[src/rtl/usb_ls_pkg.sv]
// usb_ls_pkg: shared types and constants for the low-speed USB transmitter.
//   line_e     - line symbol; the encoding is {dp, dn} so a line register
//                drives the pads bit-for-bit.
//   tx_state_e - transmit FSM states.
//   nrzi()     - next line symbol for one NRZI-encoded bit.
package usb_ls_pkg;

   typedef enum logic [1:0] {
      LINE_SE0 = 2'b00,
      LINE_J   = 2'b01,
      LINE_K   = 2'b10
   } line_e;

   typedef enum logic [2:0] {
      ST_IDLE,
      ST_SYNC,
      ST_DATA,
      ST_EOP_SE0,
      ST_EOP_J
   } tx_state_e;

   localparam logic [7:0] SYNC_PATTERN = 8'h80;
   localparam int         STUFF_LIMIT  = 6;
   localparam int         EOP_SE0_BITS = 2;
   localparam int         EOP_J_BITS   = 1;

   // A 0 toggles between J and K, a 1 holds the line.
   function automatic line_e nrzi(input line_e cur, input logic bit_val);
      line_e nxt;
      if (bit_val)
         nxt = cur;
      else if (cur == LINE_J)
         nxt = LINE_K;
      else
         nxt = LINE_J;
      return nxt;
   endfunction

endpackage

[src/rtl/usb_ls_tx_if.sv]
// usb_ls_tx_if: byte-stream handshake between the packet builder and the
// low-speed transmitter.
//   tx_data  - packet byte, sent LSB first
//   tx_valid - tx_data/tx_last valid
//   tx_last  - final byte of the packet
//   tx_ready - byte taken on a cycle with tx_valid && tx_ready
// Modports: master = packet builder, slave = transmitter.
interface usb_ls_tx_if;

   logic [7:0] tx_data;
   logic       tx_valid;
   logic       tx_last;
   logic       tx_ready;

   modport master (output tx_data, output tx_valid, output tx_last, input tx_ready);
   modport slave  (input tx_data, input tx_valid, input tx_last, output tx_ready);

endinterface

[src/rtl/usb_ls_bit_timer.sv]
// usb_ls_bit_timer: modulo-CLK_DIV counter that marks the last clock of each
// bit time.
//   clk, rst_n - clock, synchronous active-low reset
//   restart    - start a fresh bit time on the next cycle
//   bit_tick   - high on the final cycle of the current bit time
module usb_ls_bit_timer #(
   parameter int CLK_DIV = 18
) (
   input  logic clk,
   input  logic rst_n,
   input  logic restart,
   output logic bit_tick
);

   logic [7:0] cnt_q;

   assign bit_tick = (cnt_q == 8'(CLK_DIV - 1));

   always_ff @(posedge clk) begin
      if (!rst_n)
         cnt_q <= '0;
      else if (restart || bit_tick)
         cnt_q <= '0;
      else
         cnt_q <= cnt_q + 8'd1;
   end

endmodule

[src/rtl/usb_ls_tx.sv]
// usb_ls_tx: low-speed (1.5 Mbit/s) USB transmitter. Takes packet bytes over
// the usb_ls_tx_if handshake and drives the D+/D- pads with SYNC, LSB-first
// data, bit stuffing, NRZI and EOP.
//   clk, rst_n     - clock, synchronous active-low reset
//   tx             - usb_ls_tx_if.slave byte stream
//   usb_dp_o/dn_o  - pad drive values (J when idle)
//   usb_oe         - pad output enable
//   tx_busy        - high from SYNC start to end of EOP
//   tx_underrun    - one-cycle pulse when the stream starves mid-packet
//   tx_pkt_count   - completed packets; live only with USB_LS_TX_STATS_EN
//                    defined, otherwise tied to zero
module usb_ls_tx #(
   parameter int CLK_DIV = 18
) (
   input  logic        clk,
   input  logic        rst_n,
   usb_ls_tx_if.slave  tx,
   output logic        usb_dp_o,
   output logic        usb_dn_o,
   output logic        usb_oe,
   output logic        tx_busy,
   output logic        tx_underrun,
   output logic [15:0] tx_pkt_count
);
   import usb_ls_pkg::*;

   tx_state_e  state_q, state_d;
   line_e      line_q, line_d;
   logic       active_q, und_q;
   logic [7:0] hold_q, sh_q;
   logic       hold_full_q, hold_last_q, last_seen_q, sh_last_q;
   logic [2:0] bit_idx_q, ones_q;
   logic [1:0] eop_cnt_q;

   logic bit_tick, accept, start, shifting, stuff_now, advance, byte_end;
   logic reload, pkt_end, underrun, eop_enter, next_bit;

   usb_ls_bit_timer #(.CLK_DIV(CLK_DIV)) u_bit_timer (
      .clk      (clk),
      .rst_n    (rst_n),
      .restart  (start),
      .bit_tick (bit_tick)
   );

   assign shifting = (state_q == ST_SYNC) || (state_q == ST_DATA);

   // Gated by rst_n so the builder never sees ready while reset is held.
   assign tx.tx_ready = rst_n && !hold_full_q &&
                        ((state_q == ST_IDLE) || (shifting && !last_seen_q));
   assign accept = tx.tx_valid && tx.tx_ready;
   assign start  = accept && (state_q == ST_IDLE);

   // A stuffed bit is decided before the byte boundary, so a run of six ones
   // ending a byte (or the packet) is stuffed before reload/EOP.
   assign stuff_now = shifting && bit_tick && (ones_q == 3'(STUFF_LIMIT));
   assign advance   = shifting && bit_tick && !stuff_now;
   assign byte_end  = advance && (bit_idx_q == 3'd7);
   assign pkt_end   = byte_end && sh_last_q;
   assign reload    = byte_end && !sh_last_q && hold_full_q;
   assign underrun  = byte_end && !sh_last_q && !hold_full_q;
   assign next_bit  = reload ? hold_q[0] : sh_q[1];

   always_comb begin
      state_d = state_q;
      case (state_q)
         ST_IDLE:    if (start) state_d = ST_SYNC;
         ST_SYNC,
         ST_DATA: begin
            if (pkt_end || underrun)
               state_d = ST_EOP_SE0;
            else if (reload)
               state_d = ST_DATA;
         end
         ST_EOP_SE0: if (bit_tick && (eop_cnt_q == 2'(EOP_SE0_BITS - 1))) state_d = ST_EOP_J;
         ST_EOP_J:   if (bit_tick && (eop_cnt_q == 2'(EOP_J_BITS - 1)))   state_d = ST_IDLE;
         default:    state_d = ST_IDLE;
      endcase
   end

   always_comb begin
      eop_enter = shifting && (state_d == ST_EOP_SE0);
      line_d    = line_q;
      if (start)
         line_d = nrzi(LINE_J, SYNC_PATTERN[0]);
      else if (eop_enter)
         line_d = LINE_SE0;
      else if (stuff_now)
         line_d = nrzi(line_q, 1'b0);
      else if (advance)
         line_d = nrzi(line_q, next_bit);
      else if ((state_q == ST_EOP_SE0) && (state_d == ST_EOP_J))
         line_d = LINE_J;
   end

   always_ff @(posedge clk) begin
      if (!rst_n)
         state_q <= ST_IDLE;
      else
         state_q <= state_d;
   end

   // Control path
   always_ff @(posedge clk) begin
      if (!rst_n) begin
         line_q      <= LINE_J;
         active_q    <= 1'b0;
         und_q       <= 1'b0;
         hold_full_q <= 1'b0;
         hold_last_q <= 1'b0;
         last_seen_q <= 1'b0;
         sh_last_q   <= 1'b0;
         bit_idx_q   <= '0;
         ones_q      <= '0;
         eop_cnt_q   <= '0;
      end else begin
         line_q <= line_d;
         und_q  <= underrun;

         if (start)
            active_q <= 1'b1;
         else if ((state_q == ST_EOP_J) && (state_d == ST_IDLE))
            active_q <= 1'b0;

         if (accept) begin
            hold_full_q <= 1'b1;
            hold_last_q <= tx.tx_last;
            last_seen_q <= tx.tx_last || (last_seen_q && !start);
         end else if (reload) begin
            hold_full_q <= 1'b0;
         end
         // A byte offered on the underrun cycle is dropped with the packet.
         if (eop_enter)
            hold_full_q <= 1'b0;

         if (start) begin
            sh_last_q <= 1'b0;
            bit_idx_q <= '0;
            ones_q    <= {2'b00, SYNC_PATTERN[0]};
         end else if (stuff_now) begin
            ones_q <= '0;
         end else if (advance) begin
            bit_idx_q <= bit_idx_q + 3'd1;
            ones_q    <= next_bit ? ones_q + 3'd1 : 3'd0;
            if (reload)
               sh_last_q <= hold_last_q;
         end

         if (eop_enter)
            eop_cnt_q <= '0;
         else if (bit_tick && (state_q == ST_EOP_SE0 || state_q == ST_EOP_J))
            eop_cnt_q <= (state_d != state_q) ? 2'd0 : eop_cnt_q + 2'd1;
      end
   end

   // Data path: no reset, contents only matter once loaded
   always_ff @(posedge clk) begin
      if (accept)
         hold_q <= tx.tx_data;
      if (start)
         sh_q <= SYNC_PATTERN;
      else if (reload)
         sh_q <= hold_q;
      else if (advance)
         sh_q <= sh_q >> 1;
   end

   assign usb_dp_o    = line_q[1];
   assign usb_dn_o    = line_q[0];
   assign usb_oe      = active_q;
   assign tx_busy     = active_q;
   assign tx_underrun = und_q;

`ifdef USB_LS_TX_STATS_EN
   logic [15:0] pkt_count_q;

   always_ff @(posedge clk) begin
      if (!rst_n)
         pkt_count_q <= '0;
      else if ((state_q == ST_EOP_J) && (state_d == ST_IDLE))
         pkt_count_q <= pkt_count_q + 16'd1;
   end

   assign tx_pkt_count = pkt_count_q;
`else
   assign tx_pkt_count = '0;
`endif

endmodule

[src/flat_wrapper.sv]
// flat-port wrapper written by rule: the top's interface ports become plain ports
module usb_ls_tx_flat import usb_ls_pkg::*;
#(
   parameter int CLK_DIV = 18
)
  (clk, rst_n, usb_dp_o, usb_dn_o, usb_oe, tx_busy, tx_underrun, tx_pkt_count, tx_tx_data, tx_tx_valid, tx_tx_last, tx_tx_ready);
  usb_ls_tx_if tx_i ();
  input  logic clk;
  input  logic rst_n;
  output logic usb_dp_o;
  output logic usb_dn_o;
  output logic usb_oe;
  output logic tx_busy;
  output logic tx_underrun;
  output logic [15:0] tx_pkt_count;
  input wire logic [$bits(tx_i.tx_data)-1:0] tx_tx_data;
  input wire logic [$bits(tx_i.tx_valid)-1:0] tx_tx_valid;
  input wire logic [$bits(tx_i.tx_last)-1:0] tx_tx_last;
  output wire logic [$bits(tx_i.tx_ready)-1:0] tx_tx_ready;
  assign tx_i.tx_data = tx_tx_data;
  assign tx_i.tx_valid = tx_tx_valid;
  assign tx_i.tx_last = tx_tx_last;
  assign tx_tx_ready = tx_i.tx_ready;
  usb_ls_tx #(.CLK_DIV(CLK_DIV)) u_core (.clk(clk), .rst_n(rst_n), .tx(tx_i), .usb_dp_o(usb_dp_o), .usb_dn_o(usb_dn_o), .usb_oe(usb_oe), .tx_busy(tx_busy), .tx_underrun(tx_underrun), .tx_pkt_count(tx_pkt_count));
endmodule
[config.mk]
export PLATFORM = sky130hd
export DESIGN_NAME = usb_ls_tx_flat
export DESIGN_NICKNAME = d
export VERILOG_FILES = /design/src/rtl/usb_ls_pkg.sv /design/src/rtl/usb_ls_tx_if.sv /design/src/rtl/usb_ls_bit_timer.sv /design/src/rtl/usb_ls_tx.sv /design/src/flat_wrapper.sv
export SDC_FILE = /design/constraint.sdc
export NUM_CORES = 1
export LEC_CHECK = 0
export CORE_MARGIN = 4
export CORE_UTILIZATION = 35
export DETAILED_ROUTE_END_ITERATION = 7
export PLACE_DENSITY_LB_ADDON = 0.3
export SYNTH_ARGS = -nofsm -noshare
export SYNTH_HDL_FRONTEND = slang
export SYNTH_SLANG_ARGS = --single-unit
export TNS_END_PERCENT = 5
[constraint.sdc]
create_clock -name clk -period 1.95 [get_ports clk]
set_input_delay 0.585 -clock clk [delete_from_list [all_inputs] [get_ports clk]]
set_output_delay 0.585 -clock clk [all_outputs]
set_load 0.02 [all_outputs]
==> results.cfg, run 1 <==
[run_status]
result_of_the_run = complete, but fails checks
failed_checks = negative setup slack

[timing]
maxClockFrequency_mhz = 504.4
grt_setup_unrepaired = true
max_slew_violation_count = 0
timing.final.hold_violations = 0
timing.final.crit_share = 1.017
final_critical_path_setup_slack_ps = -32.70
period_minus_slack_ps = 1983
report.final.setup_viol = 1
worst_hold_slack_ps = 467.3
fin_worst_skew_ps = 5.372

[synth]
synth_flop_cell = dfxtp_1
synthesis.area_um2 = 2121
netlist.area_leader.share = 0.3209
post_synth_inst_count = 217
synth_commonest_cells = dfxtp_1, nor2_1, buf_4
post_synth_main_area_contributors = dfxtp_1, edfxtp_1, buf_4
synth_area_leader_cell = dfxtp_1
synth-warning-count = 0
async_flop_share = 0
post_synth_num_cell_types = 48
avgSynthCellArea_um2 = 9.773
synthMostInstantiatedCell = dfxtp_1
ys_seq_area_frac = 0.4342
count_of_flip_flops_with_a_built_in_enable_after_synthesis = 8
total_of_flip_flops_plus_latches_after_synthesis = 42

[worst_hold_path]
worstHoldPathCells = 2
hold-path-endpoint = u_core.bit_idx_q[1]
hold_start = u_core.bit_idx_q[1]
holdCritPathClass = reg -> reg

[clock_tree]
cts_root_buf = clkbuf_8
numCtsBuffers = 5
tritoncts = yes
cts_num_sinks = 42
ctsHtreeMaxLevel = 2
clk_path_buf_depth = 2
clock_edge_transition_at_the_registers_on_the_reported_setup_and_hold_paths_ps = 80
clk_latency_ps = 290

[floorplanning]
row_count = 28
ios = 34
initial_core_util = 0.3603
die_footprint_um2 = 7369
die_height_um = 85.84
chipWidth_um = 85.84
placeableCoreArea_um2 = 5886

[drt]
via_count = 1629
drt-initial-drc-count = 34
drc = 0
vias_per_cell = 4.695
final_wirelength_mm = 4.060
routed_len_inst_um = 11.70
drtPass1Iterations = 4
route.antenna.remaining_nets = 0

[critical_path]
timing.critical_path.from_type = register
worst-endpoint-required_ps = 2140
r2r_setup_slk_ps = -30
critPathCaptureType = register
r2r-start = u_core.state_q[0]
worst_ep_arrival_time_ps = 2170
worst_setup_path_category = reg -> reg
worst-path-max-fanout = 5
r2r_end = u_core.line_q[0]
ff2ff_path_depth = 7
crit_start = u_core.state_q[0]

[pwr]
ir_drop_mv = 0.3673
total_power_uw = 1691
power-per-cell-area_nw_per_um2 = 618.5
power_leakage_uw = 0.001038

[finish]
n_antenna_cell = 0
drive_gt1_frac = 0.2831
synthToLayoutAreaGrowth_pct = 28.91
finish.cell_count_without_fillers = 347
final_nets = 291

[grt]
grt_antenna_before_repair = 0
grt_pass1_vias = 1542
grt_start_max_net_pins = 16
global_route.overflow_total = 0
grt.total_usage = 0.1141
wire_length_of_the_first_global_routing_pass_mm = 6.810

[place]
hpwl_mm = 2.902
io_buffer_count = 17
gpl.final_weighted_congestion = 0.7583
dp_cells = 337

[job]
timing.max_cap.violations = 0
how the worst max path moves through the flow:
| stage | endpoint | slack, ps | cells past startpoint |
|---|---|---|---|
| floorplan | u_core.line_q[0] | -60 | 6 |
| global placement | tx_tx_ready | -670 | 4 |
| detailed placement | tx_tx_ready | -660 | 4 |
| CTS | u_core.line_q[0] | -60 | 7 |
| global route | u_core.line_q[0] | -110 | 7 |
| finish | u_core.line_q[0] | -30 | 7 |
layout by cell type (no fill, tap or decap), types with 2 or more instances in the layout:
cell / count
clkbuf_8: 5
o21a_1: 4
a211oi_2: 7
o21ai_0: 6
nor2_1: 24
mux2i_1: 6
edfxtp_1: 8
nand3_1: 6
inv_1: 7
a21bo_2: 2
a21boi_0: 3
nand2_1: 14
nor3b_1: 2
and3_1: 2
nand2b_1: 5
o22ai_1: 2
xor2_1: 5
a21oi_1: 10
dlygate4sd2_1: 2
and2_1: 3
xnor2_1: 3
nor2b_1: 5
dfxtp_1: 33
clkdlybuf4s50_1: 14
a31o_2: 2
conb_1: 16
ha_1: 8
buf_4: 36
flip-flops by register name (all words and copies together), names as in the netlist:
name / count
u_core.hold_q: 8
u_core.sh_q: 7
u_core.ones_q: 3
u_core.hold_last_q: 1
u_core.u_bit_timer.cnt_q: 8
u_core.last_seen_q: 1
u_core.hold_full_q: 1
u_core.eop_cnt_q: 2
u_core.tx_underrun: 1
u_core.tx_busy: 1
u_core.sh_last_q: 1
u_core.state_q: 3
u_core.line_q: 2
u_core.bit_idx_q: 3
per-layer routing:
layer,vias to the layer above,global-route usage,routed length [um]
met4,0,0.03885,62
met2,32,0.1893,1914
met3,6,0.02594,164
met5,-,0,0
li1,837,-,-
met1,754,0.1463,1918
kinds of logic (layout without fill, tap and decap cells):
group | Yosys count | count (layout) | synth area share
AOI/OAI and AO/OA | 44 | 44 | 0.1534
buffers and inverters | 28 | 68 | 0.08260
and+or+nand+nor | 78 | 78 | 0.2100
adders and majority gates | 9 | 9 | 0.05192
DFF | 42 | 42 | 0.4342
muxes | 7 | 7 | 0.03304
other | 1 | 16 | 0.001768
xor gates and xnor gates | 8 | 8 | 0.03304
worst max-delay path: stages, from the launching register on:
cell,delay (ps)
dfxtp_1,310
buf_4,150
or4b_4,530
nor4_4,290
buf_4,180
a41oi_1,60
o21a_1,150
a21bo_2,200
final cells by class:
cell class / instances / area, um^2
multi-input combinational: 162 / 1154
clock inverter: 3 / 21.27
fill: 579 / 3152
sequential: 42 / 922.1
clock buffer: 5 / 68.82
timing repair buffer: 53 / 447.9
inverter: 7 / 26.28
tap: 75 / 93.84
per-stage QoR:
| step | worst slack, ps | instance area (um^2) | TNS, ps | util |
|---|---|---|---|---|
| floorplan | -55.05 | 2180 | -559.7 | - |
| global placement | -672.0 | 2566 | -14780 | 0.4360 |
| detailed placement | -663.5 | 2566 | -14870 | 0.4360 |
| CTS | -61.41 | 2695 | -128.4 | 0.4579 |
| global route | -107.9 | 2734 | -658.4 | 0.4645 |
| finish | -32.70 | 2734 | -32.70 | 0.4645 |
repair_timing:
| item | 4_1_cts | 5_1_grt |
|---|---|---|
| hold buffers | 0 | 0 |
| setup buffers | 1 | 1 |
| setup endpoints to repair | 32 | 24 |
| gates cloned | 0 | 0 |
| pin swaps | 2 | 3 |
| gates resized for setup | 17 | 7 |
report_power, final:
part           total, uW  internal, uW  switching [uW]
Sequential           919           907            11.8
Clock                558           252             307
Combinational        214          99.7             114
Total               1690          1260             432
Note: power is estimated with default switching activity, not from simulation.
==> run 2, diff against run 1 <==
CTS_BUF_LIST = sky130_fd_sc_hd__clkbuf_4   (was default)
==> results.cfg, run 2 (synthesis results as in run 1) <==
[clock_tree]
ctsHtreeMaxLevel = 2
tritoncts = yes
clk_path_buf_depth = 2
cts_num_sinks = 42
clk_latency_ps = 350
cts_root_buf = clkbuf_4
numCtsBuffers = 5
cts-hold-fix-buffers = 0
clock_edge_transition_at_the_registers_on_the_reported_setup_and_hold_paths_ps = 130

[place]
gpl.final_weighted_congestion = 0.7583
preCtsSetupSlack_ps = -663.5
io_buffer_count = 17
hpwl_mm = 2.902

[grt]
grt_pass1_vias = 1553
grt_antenna_before_repair = 0
wire_length_of_the_first_global_routing_pass_mm = 6.906
global_route.overflow_total = 0
grt.total_usage = 0.1161
grt_start_max_net_pins = 16

[job]
timing.max_cap.violations = 0

[pwr]
power_leakage_uw = 0.001063
power-per-cell-area_nw_per_um2 = 573.0
power.share.sequential = 0.586
p_switching_uw = 421.3
power.internal_uw = 1148
clock_power_share = 0.277
power.share.switching = 0.2684
total_power_uw = 1569
ir_drop_mv = 0.3600
power_frac_comb = 0.137

[timing]
timing.final.hold_violations = 0
max_slew_violation_count = 0
final_critical_path_setup_slack_ps = 23.42
timing.final.crit_share = 0.9880
fin_worst_skew_ps = 9.380
fin_tns_setup_ps = 0
maxClockFrequency_mhz = 519.1
grt_setup_unrepaired = true
report.final.setup_viol = 0
period_minus_slack_ps = 1927

[drt]
drt-initial-drc-count = 19
drtPass1Iterations = 4
route.antenna.remaining_nets = 0
via_count = 1608
routed_len_inst_um = 11.45
vias_per_cell = 4.621
final_wirelength_mm = 3.986
drc = 0

[floorplanning]
initial_core_util = 0.3603
die_footprint_um2 = 7369
die_height_um = 85.84
chipWidth_um = 85.84
ios = 34
row_count = 28
placeableCoreArea_um2 = 5886

[finish]
drive_gt1_frac = 0.3004
synthToLayoutAreaGrowth_pct = 29.14
largest_registers = u_core.hold_q (8), u_core.u_bit_timer.cnt_q (8), u_core.sh_q (7)
commonest_non_fill_non_tap_cell_in_the_layout = buf_4
most_frequent_cells_in_the_layout = buf_4, dfxtp_1, nor2_1
final_nets = 292
n_antenna_cell = 0

[critical_path]
worst-path-max-fanout = 2
worst-endpoint-required_ps = 1360
worst_setup_path_category = reg -> out
critPathCaptureType = output pin
timing.critical_path.from_type = register
worst_ep_arrival_time_ps = 1340

[run_status]
result_of_the_run = finished clean

[worst_hold_path]
holdCritPathClass = reg -> reg
run 2: changes by cell type in the layout (fill, tap and decap cells not counted), sizes merged:
cell	previous run	this run
dlymetal6s2s	0	2
clkdlybuf4s50	14	10
dlygate4sd2	2	4
buf	37	38
run 2: power groups by stage:
| stage | logic (uW) | clock network (uW) | registers (uW) |
|---|---|---|---|
| 5_1_grt | 233 | 493 | 923 |
| 2_1_floorplan | 120 | 0 | 945 |
| 4_1_cts | 207 | 459 | 920 |
| 6_report | 214 | 435 | 920 |
| 3_3_place_gp | 195 | 0 | 939 |
| 3_5_place_dp | 197 | 0 | 939 |
run 2: final cells by class:
| type | count | area (um^2) |
|---|---|---|
| multi-input combinational | 162 | 1165 |
| clock inverter | 3 | 21.27 |
| tap | 75 | 93.84 |
| clock buffer | 5 | 37.54 |
| timing repair buffer | 54 | 469.2 |
| fill | 572 | 3147 |
| inverter | 7 | 26.28 |
| sequential | 42 | 925.9 |
run 2: routing by layer:
metal  share of wire  track usage  up-vias
li1                -            -      840
met1            0.48       0.1439      737
met2            0.47       0.1992       27
met3           0.036      0.02594        4
met4           0.013      0.03885        0
met5               0            0        -
run 2: per-stage QoR:
step	area, um^2	hold WS [ps]	utilization	instances
after floorplan	2180	440.0	-	232
after global placement	2566	446.9	0.4360	337
after detailed placement	2566	458.1	0.4360	337
after CTS	2690	478.2	0.4571	347
after global routing	2739	496.3	0.4653	348
final	2739	473.1	0.4653	348
run 2: worst paths after layout:
| kind | cells past startpoint | slack (ps) | to | from |
|---|---|---|---|---|
| setup / recovery | 3 | 20 | tx_tx_ready | u_core.state_q[1] |
| hold / removal | 2 | 470 | u_core.bit_idx_q[1] | u_core.bit_idx_q[1] |
| setup reg to reg | 7 | 30 | u_core.line_q[0] | u_core.state_q[1] |
| hold reg to reg | 2 | 470 | u_core.bit_idx_q[1] | u_core.bit_idx_q[1] |
run 2: critical path, cell delays in order (launching register included):
cell and delay, ps:
dfxtp_2 350, maj3_2 340, nor3_4 160, buf_6 150
run 2: repair_timing:
item	CTS	global route
endpoints found under the hold margin	0	0
gates resized for setup	25	11
pin swaps	4	3
setup buffers	2	1
endpoints found under the setup margin	26	26
==> run 3, diff against run 2 <==
SLEW_MARGIN = 40   (was default)
==> results of run 3 <==
Final layout, timing and power as in run 2 (identical DEF).
